## src/rtl/dct_1d_seq.sv

```systemverilog
// dct_1d_seq: sequential N-point DCT-II row engine with one butterfly stage and a single MAC.
// Build option: define DCT_ROUND_EN to round output coefficients (half toward +inf) instead of flooring.
module dct_1d_seq #(
    parameter int N     = 16,
    parameter int IN_W  = 8,
    parameter int OUT_W = 11
) (
    input  logic                 clk,
    input  logic                 rst,
    input  logic                 in_valid,
    output logic                 in_ready,
    input  logic [N*IN_W-1:0]    x_n_in,
    output logic                 out_valid,
    input  logic                 out_ready,
    output logic [N*OUT_W-1:0]   X_k_out,
    output logic                 busy
);
    localparam int H  = N / 2;
    localparam int KW = $clog2(N);
    localparam int NW = $clog2(H);
    localparam int SW = IN_W + 2;
    localparam int AW = SW + 7 + NW;
`ifdef DCT_ROUND_EN
    localparam int BIAS = 32;
`else
    localparam int BIAS = 0;
`endif
    localparam logic signed [6:0] T16 [16] = '{7'sd16, 7'sd23, 7'sd22, 7'sd22, 7'sd21, 7'sd20, 7'sd19, 7'sd17,
                                               7'sd16, 7'sd14, 7'sd13, 7'sd11, 7'sd9, 7'sd7, 7'sd4, 7'sd2};
    localparam logic signed [6:0] T8 [8] = '{7'sd23, 7'sd31, 7'sd30, 7'sd27, 7'sd23, 7'sd18, 7'sd12, 7'sd6};

    if (!(N == 8 || N == 16)) begin : g_bad_n
        $error("dct_1d_seq: N must be 8 or 16");
    end

    typedef enum logic [1:0] {IDLE, BFLY, MAC, DONE} state_t;

    state_t                  state;
    logic [IN_W-1:0]         x [N];
    logic signed [SW-1:0]    s [H];
    logic signed [SW-1:0]    d [H];
    logic signed [OUT_W-1:0] y [N];
    logic signed [AW-1:0]    acc, acc_nx;
    logic signed [SW+6:0]    prod;
    logic signed [6:0]       coef;
    logic [KW-1:0]           k;
    logic [NW-1:0]           n;

    // Entry 0 of each table is the DC coefficient, entries 1..N-1 are T[m].
    function automatic logic signed [6:0] tab(input int m);
        return (N == 16) ? T16[m[3:0]] : T8[m[2:0]];
    endfunction

    // Folds the cosine phase (2n+1)k into the first quadrant and applies its sign.
    function automatic logic signed [6:0] cval(input logic [KW-1:0] kk, input logic [NW-1:0] nn);
        int m;
        m = ((2 * int'(nn) + 1) * int'(kk)) % (4 * N);
        if (kk == '0) return tab(0);
        if (m < N) return tab(m);
        if (m > N && m < 2 * N) return -tab(2 * N - m);
        if (m > 2 * N && m < 3 * N) return -tab(m - 2 * N);
        if (m > 3 * N) return tab(4 * N - m);
        return 7'sd0;
    endfunction

    assign coef   = cval(k, n);
    assign prod   = (k[0] ? d[n] : s[n]) * coef;
    assign acc_nx = (n == '0 ? AW'(0) : acc) + {{NW{prod[SW+6]}}, prod};

    always_comb begin
        X_k_out = '0;
        for (int i = 0; i < N; i++) X_k_out[(N-1-i)*OUT_W +: OUT_W] = y[i];
    end

    always_ff @(posedge clk) begin
        if (rst) begin
            state     <= IDLE;
            in_ready  <= 1'b0;
            out_valid <= 1'b0;
            busy      <= 1'b0;
            acc       <= '0;
            k         <= '0;
            n         <= '0;
            for (int i = 0; i < N; i++) y[i] <= '0;
        end else begin
            case (state)
                IDLE: begin
                    in_ready <= 1'b1;
                    if (in_valid && in_ready) begin
                        for (int i = 0; i < N; i++) x[i] <= x_n_in[(N-1-i)*IN_W +: IN_W];
                        in_ready <= 1'b0;
                        busy     <= 1'b1;
                        state    <= BFLY;
                    end
                end
                BFLY: begin
                    for (int i = 0; i < H; i++) begin
                        s[i] <= $signed({2'b0, x[i]}) + $signed({2'b0, x[N-1-i]});
                        d[i] <= $signed({2'b0, x[i]}) - $signed({2'b0, x[N-1-i]});
                    end
                    k     <= '0;
                    n     <= '0;
                    state <= MAC;
                end
                MAC: begin
                    acc <= acc_nx;
                    n   <= n + 1'b1;
                    if (n == NW'(H - 1)) begin
                        y[k] <= OUT_W'((acc_nx + AW'(BIAS)) >>> 6);
                        k    <= k + 1'b1;
                        if (k == KW'(N - 1)) begin
                            busy      <= 1'b0;
                            out_valid <= 1'b1;
                            state     <= DONE;
                        end
                    end
                end
                DONE: begin
                    if (out_ready) begin
                        out_valid <= 1'b0;
                        in_ready  <= 1'b1;
                        state     <= IDLE;
                    end
                end
                default: state <= IDLE;
            endcase
        end
    end
endmodule
```

## config.mk

```make
export PLATFORM = sky130hd
export DESIGN_NAME = dct_1d_seq
export DESIGN_NICKNAME = d
export VERILOG_FILES = /design/src/rtl/dct_1d_seq.sv
export SDC_FILE = /design/constraint.sdc
export NUM_CORES = 1
export LEC_CHECK = 0
export BUFFER_PORTS_ARGS = -buffer_cell sky130_fd_sc_hd__buf_4
export CORE_MARGIN = 2
export CORE_UTILIZATION = 50
export CTS_CLUSTER_SIZE = 24
export DETAILED_ROUTE_END_ITERATION = 7
export GPL_ROUTABILITY_DRIVEN = 0
export PLACE_DENSITY = 0.7
export SYNTH_ARGS = -nofsm -noshare
export SYNTH_HDL_FRONTEND = slang
export SYNTH_SLANG_ARGS = --single-unit
```

## constraint.sdc

```tcl
create_clock -name clk -period 10.8 [get_ports clk]
set_input_delay 1.62 -clock clk [delete_from_list [all_inputs] [get_ports clk]]
set_output_delay 1.62 -clock clk [all_outputs]
set_load 0.02 [all_outputs]
```

; ---- Word level (Yosys, flattened, before mapping)
; Memory sizes are Yosys's and may differ from the RTL's. A register that Yosys moved wholly into a read port is not among the register bits.
; Cells that the tools add are included.
[op_classes]
addsub = 25
multipliers = 2
n_div = 0
order_cmp = 10
eq_ne = 9
shifts = 0
muxes = 74
bitwise_logic = 5
reduce_logical = 17
[op_table]
columns = operator, n
row1 = 2-to-1 mux 7 bit, 18
row2 = adder 8 x 8 -> 9 bit, 8
row3 = subtractor 8 x 8 -> 9 bit, 8
row4 = 2-to-1 mux 1 bit, 37
row5 = adder 20 bit, 1
row6 = "greater-or-equal comparator 5 bit, second input constant", 4
row7 = 2-to-1 mux 20 bit, 1
row8 = NOT 4 -> 5 bit, 4
row9 = multiplier 17 x 7 -> 17 bit, 1
row10 = 2-to-1 mux 17 bit, 1
row11 = "> comparator 7 bit, second input constant", 2
row12 = "less-than comparator 7 bit, second input constant", 2
row13 = negation 7 bit, 2
row14 = 2-to-1 mux 3 bit, 4
row15 = AND reduction 4 bit, 3
row16 = 2-to-1 mux 11 bit, 1
row17 = OR reduction 11 bit, 1
row18 = 2-to-1 mux 2 bit, 4
row19 = 2-to-1 mux 4 bit, 2
row20 = "inequality test 2 bit, second input constant", 4
row21 = case mux 2 bit (4 select lines), 1
row22 = case mux 4 bit (2 select lines), 1
row23 = nonzero test 2 bit, 4
row24 = "subtractor 1 x 4 -> 4 bit, first input constant", 2
row25 = other kinds (20), 26
[word_totals]
ff_bits = 32
latchBits = 0
ramBits = 456
mem_bits_ro = 448
output_inout_bits = 179
wordCells = 157
memories = 8
[memory_table]
columns = name, depth, width, rd, rd_ports_with_merged_regs, write_ports, line
row1 = y, 16, 11, 16, 0, 16, 42  ; logic signed [OUT_W-1:0] y [N];
row2 = x, 16, 8, 16, 0, 16, 39  ; logic [IN_W-1:0] x [N];
row3 = (no name shown), 16, 7, 1, 0, 0, 51  ; return (N == 16) ? T16[m[3:0]] : T8[m[2:0]];
row4 = (no name shown), 16, 7, 1, 0, 0, 51
row5 = (no name shown), 16, 7, 1, 0, 0, 51
row6 = (no name shown), 16, 7, 1, 0, 0, 51
row7 = 2 more memories, --, --, --, --, --, --

; ---- Longest topological paths before layout
; Gate-level depths: netlist of run 1.
[depth]
depth_word = 24
depth_mapped = 46
mapped_depth_nobuf = 42

; ---- Least setup slack after synthesis of run 1
; OpenSTA, ideal clock, no wires.
[synth_path]
kind = flip-flop to flip-flop
from = reg k[2]
to = mem y[10][10] (data pin)
setup_ns = 0.256
t_arrival_ns = 9.656
required_ns = 10.544
setup_slack_ns = 0.888
path_stages_with_launch = 44
path_buffers = 6
synth_period_minus_slack_ns = 9.912
cell_sequence = dfxtp_1 > clkbuf_1 > nand2_1 > fa_1 > inv_1 > fa_1 > inv_1 > fa_1 > buf_2 > buf_1 > a21oi_1 > a31oi_1 > inv_1 > ha_1 > inv_1 > o21ai_0 > nand3_1 > nor3_1 > [8 not listed] > fa_1 > inv_1 > ha_1 > a21o_1 > a221o_1 > a21oi_1 > o21ai_0 > xor2_1 > ha_1 > clkbuf_1 > a21o_1 > a21o_1 > nor3_1 > a21oi_1 > xnor2_1 > xnor2_1 > buf_2 > nor2_1
[synth_lines]
columns = item, line
row1 = start: declaration, 46  ; logic [KW-1:0] k;
row2 = start signal: assignment, 110  ; k <= k + 1'b1;
row3 = end: declaration, 42

==> results of run 1 <==
## cells by family after synthesis
kind of cell    share of synthesized area
compound gates                     0.0825
flops                               0.535
xor+xnor                           0.0451
mux                                0.0408
simple gates                       0.0915
fa+ha+maj                           0.156
buf+inv                            0.0484
## worst paths after layout
path,slack [ps],end,depth (start not counted),start
worst max register to register,670,y[2][10],38,k[3]
worst min-delay path,490,acc[11],2,acc[11]
worst min register to register,490,acc[11],2,acc[11]
worst max-delay path,670,y[2][10],38,k[3]
## what timing repair did
item,4_1_cts,5_1_grt
setup endpoints to repair,0,76
hold buffers,0,0
setup buffers,0,1
hold endpoints to repair,0,0
resized for setup,0,4
## critical path, delay by kind of cell, from the launching register on
kind | cells | cell delay, ps
compound gates | 11 | 2130
buf+inv | 9 | 1010
simple gates | 5 | 930
fa+ha+maj | 9 | 4380
xor+xnor | 3 | 530
flops | 1 | 510
mux | 1 | 320
## state kept, by name, summed over array words and instances, names as in the netlist, named ones only
| name | count |
|---|---|
| in_ready | 1 |
| x | 128 |
| s | 64 |
| busy | 1 |
| n | 3 |
| y | 176 |
| acc | 17 |
| state | 2 |
| out_valid | 1 |
| k | 4 |
| d | 72 |
## cell usage after synthesis (7+ instances only)
cell | n | area (sq um)
nand2_1 | 80 | 300
o21a_1 | 8 | 60.1
o21ba_2 | 7 | 70.1
inv_1 | 258 | 968
buf_2 | 15 | 75.1
a21o_1 | 31 | 233
nand3_1 | 21 | 105
fa_1 | 76 | 1520
clkbuf_1 | 47 | 176
and3_1 | 14 | 87.6
nor2b_1 | 16 | 100
mux4_2 | 41 | 923
xnor2_1 | 98 | 858
nor2_1 | 282 | 1060
nand2b_1 | 23 | 144
a211oi_1 | 10 | 75.1
and2_1 | 49 | 307
nor3_1 | 12 | 60.1
edfxtp_1 | 440 | 13200
o31ai_1 | 20 | 150
ha_1 | 202 | 2530
dfxtp_1 | 32 | 641
mux2i_1 | 10 | 100
o21bai_1 | 45 | 338
o21ai_0 | 48 | 240
xor2_1 | 31 | 272
a21oi_1 | 117 | 586
## where the power goes
| group | leakage (nW) | internal [mW] | switching (mW) |
|---|---|---|---|
| Combinational | 7.42 | 0.359 | 0.528 |
| Sequential | 4.48 | 2.24 | 0.0824 |
| Clock | 0.797 | 0.991 | 0.737 |
| Total | 12.7 | 3.59 | 1.35 |
## per-layer routing
layer,GRT usage,vias to the layer above,share of wire
li1,-,7959,-
met1,0.279,8099,0.41
met2,0.374,512,0.50
met3,0.0324,123,0.054
met4,0.0757,0,0.034
met5,0,-,0
## area by class of cell
class | instances | area share
Timing Repair Buffer | 331 | 0.0815
Multi-Input combinational cell | 1318 | 0.353
Clock inverter | 35 | 0.0116
Inverter | 261 | 0.0320
Tap cell | 680 | 0.0278
Sequential cell | 472 | 0.452
Clock buffer | 57 | 0.0424
## cells in the final DEF (no fill, tap or decap), drive strengths merged, types with 4 or more instances in the layout
| cell type | n |
|---|---|
| clkbuf | 57 |
| o21ai | 49 |
| o21ba | 7 |
| xnor2 | 99 |
| nor2 | 282 |
| clkinvlp | 4 |
| mux2i | 10 |
| or2 | 10 |
| or3 | 5 |
| bufinv | 5 |
| a21oi | 118 |
| buf | 331 |
| nand4 | 4 |
| clkinv | 26 |
| fa | 76 |
| o21bai | 45 |
| xor2 | 31 |
| and2 | 49 |
| ha | 202 |
| edfxtp | 440 |
| nand2b | 23 |
| o211ai | 4 |
| a211oi | 11 |
| o21a | 8 |
| nand2 | 80 |
| nor3 | 14 |
| o31ai | 21 |
| nand3 | 21 |
| mux4 | 41 |
| dfxtp | 32 |
| nor2b | 16 |
| and3 | 14 |
| inv | 261 |
| a21o | 31 |
## per-stage QoR
stage          power [mW]  hold slack (ps)  std cells
2_1_floorplan        2.95              451       2116
3_5_place_dp         3.24              478       3060
4_1_cts              4.97              487       3152
6_report             4.94              488       3154
5_1_grt              5.15              515       3154
3_3_place_gp         3.21              464       3060
==> impl_metrics.ini, run 1 <==
[grt]
grt-ovfl-total = 0
grt_use_total = 0.216
grt_pass1_wl_microns = 89800
grt_pass1_vias = 16800
grt_antenna_before_repair = 0
grt_max_degree = 85

[worst_setup_path]
cp-start-kind = register
worst_ep_required_time_ps = 11130
cp-end-kind = register
crit_type = reg2reg
cp_slowest_cell = fa_1
max_stage_delay_ps = 570
crit_fanout = 24
arrival_ps = 10460

[clocking]
clock_sinks = 472
clock_latency_ps = 620
cts_made_buffers = 51
tritoncts = yes
cts-htree-levels = 2
root_buffer = clkbuf_16
clock_path_buffers = 3
clkTransAtPathRegs_ps = 60

[timing]
setup_tns_ps = 0
fin_ws_ps = 674
period_needed_ps = 10130
period_share = 0.938
final_max_slew_viol_count = 0
fin_worst_skew_ps = 24.8
finalSetupViolCount = 0
tightest_slew_ps = 1050
maxSlewHeadroom = 0.303
hold_viol = 0
fmax_mhz = 98.8

[floorplan]
num_io_pins = 311
die_w_microns = 232
core-area_sq_mm = 0.0512
start_util = 0.506
fp.dieArea_sq_mm = 0.0536
rows = 83
die-height_microns = 232

[job]
maxCapViolations = 0

[yosys]
synth_enable_flop_cells = 440
synth_seq_area_share = 0.535
synth-async-reset-ratio = 0
synth_nets = 2526
synth-seq-cells = 472
avgSynthCellArea_sq_um = 12.2
yosysUniqueCellTypes = 71
yosysWarnings = 0
syn-cell-area_sq_mm = 0.0259
yosys_most_used_dff = edfxtp_1
netlist_instances = 2116

[power_and_ir_drop]
ir_worst_vdd_mv = 0.135
leakage_nw = 12.7
power.density_mw_per_mm2 = 161

[finish]
syn_to_final_growth_pct = 18.4
post-route-util = 0.599
final_nets = 2845
antenna_cells = 0
finalInstanceArea_sq_mm = 0.0307
multi_input_area_sq_mm = 0.0108
drive_gt1_frac = 0.193
num-fill-cells = 3984
seqCellArea_sq_mm = 0.0139

[drt]
viasPerCell = 5.29
num_vias = 16700
drt_iter0_markers = 1401
antenna_left = 0
drc = 0
drt-wirelength-per-cell_microns = 18.4
drt_wl_total_microns = 58200
drtPass1Iterations = 5

[placed_design]
place_area_sq_mm = 0.0290
dp_hpwl_microns = 43200
dp_slack_ps = 552
portBuffers = 310

[status]
status = finished, final reports clean

[hold_path]
hold_class = reg2reg
Power figures use the tool's default switching activity.
==> inputs of run 2 (changes only) <==
--- a/config.mk
+++ b/config.mk
@@ -8,4 +8,6 @@
 export BUFFER_PORTS_ARGS = -buffer_cell sky130_fd_sc_hd__buf_4
+export CELL_PAD_IN_SITES_DETAIL_PLACEMENT = 1
+export CELL_PAD_IN_SITES_GLOBAL_PLACEMENT = 2
 export CORE_MARGIN = 2
-export CORE_UTILIZATION = 50
+export CORE_UTILIZATION = 40
 export CTS_CLUSTER_SIZE = 24
@@ -13,3 +15,3 @@
 export GPL_ROUTABILITY_DRIVEN = 0
-export PLACE_DENSITY = 0.7
+export PLACE_DENSITY = 0.8
 export SYNTH_ARGS = -nofsm -noshare
==> constraint.sdc (replaced) <==
create_clock -name clk -period 10.8 [get_ports clk]
set_input_delay 0.54 -clock clk [delete_from_list [all_inputs] [get_ports clk]]
set_output_delay 0.54 -clock clk [all_outputs]
set_load 0.02 [all_outputs]
==> impl_metrics.ini, run 2 (synthesis results as in run 1) <==
[placed_design]
dp_hpwl_microns = 53600
portBuffers = 310
place_area_sq_mm = 0.0292
dp_cells = 3238

[floorplan]
die-height_microns = 258
num_io_pins = 311
fp.dieArea_sq_mm = 0.0668
start_util = 0.403
die_w_microns = 258
core-area_sq_mm = 0.0642
rows = 93

[worst_setup_path]
max_stage_delay_ps = 590
worst_ep_required_time_ps = 11130
rrSetupSlack_ps = 560
reg2reg_depth = 37
cp_slowest_cell = nor3_2
cp-end-kind = register
crit_family = adder cells
crit_type = reg2reg
arrival_ps = 10570
crit_fanout = 24
cp-start-kind = register
cp_common_cell = fa_1
r2r-end = y[15][10]
cp.buffers_inverters = 8
r2r-start = k[1]

[finish]
top_register = y
drive_gt1_frac = 0.195
final_cells = 3338
most-common-layout-cells = edfxtp_1, buf_4, nor2_1, inv_1, ha_1
layout_commonest_cell = edfxtp_1
final_nets = 2851
syn_to_final_growth_pct = 19.7
largest_reg_flops = 176
antenna_cells = 0
reg_top3 = y (176), x (128), d (72)
finalInstanceArea_sq_mm = 0.0310

[grt]
grt_pass1_vias = 18600
use_met1 = 0.244
grt_antenna_before_repair = 1
busiest_layer = met2
met3_usage = 0.0242
grt-ovfl-total = 0
grt_use_met2 = 0.398
grt_pass1_wl_microns = 108000
grt_use_total = 0.209
grt_max_degree = 71

[drt]
antenna_left = 0
drt-wirelength-per-cell_microns = 21.0
drtPass1Iterations = 5
drt_iter0_markers = 913
drt_wl_total_microns = 70000
viasPerCell = 5.07
num_vias = 16900
drc = 0

[timing]
hold_viol = 0
tightest_slew_ps = 918
fin_worst_skew_ps = 23.8
finalSetupViolCount = 0
period_share = 0.948
timing.hold.ws_ps = 108
final_max_slew_viol_count = 0
period_needed_ps = 10240
fmax_mhz = 97.7
maxSlewHeadroom = 0.388

[clocking]
cts_hold_buf = 0
clkTransAtPathRegs_ps = 60
cts_made_buffers = 53
clock_sinks = 472
tritoncts = yes
clock_path_buffers = 3
cts-htree-levels = 2
root_buffer = clkbuf_16
clock_latency_ps = 610

[status]
status = finished, final reports clean

[power_and_ir_drop]
power.density_mw_per_mm2 = 163
total_power_mw = 5.06
leakage_nw = 12.8
ir_worst_vdd_mv = 0.134

[hold_path]
hold_class = in2reg
whs_path_depth = 1
min_from = x_n_in[3]
holdPathEnd = x[15][3]

[job]
maxCapViolations = 0
==> run 2: cell types whose count changed in the layout (fill, tap and decap cells not counted), moves of 2 or more <==
| cell | delta |
|---|---|
| clkinvlp_4 | -3 |
| o21ai_1 | +2 |
| xnor2_1 | -4 |
| clkbuf_16 | +2 |
| clkbuf_1 | +4 |
| clkinv_1 | +3 |
| buf_4 | +6 |
| xnor2_2 | +3 |
| o21ai_0 | -2 |
==> run 2: timing repair <==
action | CTS | global route
pin swaps | 0 | 1
gates resized for setup | 1 | 5
buffers inserted | 0 | 3
setup endpoints to repair | 8 | 50
==> run 2: routing by layer <==
layer  part of all wire  wire [microns]
met5                  0               0
met4              0.032            2250
met3              0.033            2290
met2               0.54           37900
met1               0.39           27600
==> run 2: worst max-delay path by stage <==
stage,start,endpoint,slack [ps],cells past startpoint
6_report,k[1],y[15][10],560,37
5_1_grt,k[1],y[15][10],-90,39
4_1_cts,k[3],y[7][10],230,36
3_5_place_dp,k[3],y[7][10],-8,36
3_3_place_gp,k[3],y[13][10],320,36
2_1_floorplan,k[2],y[10][10],890,43
==> run 2: metrics by stage <==
step / worst slack (ps) / TNS, ps / util
after floorplan: 888 / 0 / -
after global placement: 319 / 0 / 0.455
after detailed placement: -8.11 / -8.11 / 0.455
after CTS: 231 / 0 / 0.482
after global routing: -94.7 / -1210 / 0.483
final: 560 / 0 / 0.483
==> run 2: area by class of cell <==
| cell class | count | area, sq um |
|---|---|---|
| Clock buffer | 64 | 1380 |
| Tap cell | 855 | 1070 |
| Sequential cell | 472 | 13900 |
| Multi-Input combinational cell | 1317 | 10800 |
| Clock inverter | 33 | 352 |
| Inverter | 261 | 980 |
| Timing Repair Buffer | 336 | 2520 |
| Fill cell | 6786 | 33200 |
==> run 2: report_power, final <==
part | switching [mW] | internal, mW
combinational | 0.569 | 0.359
clock | 0.754 | 1.05
sequential | 0.0837 | 2.24
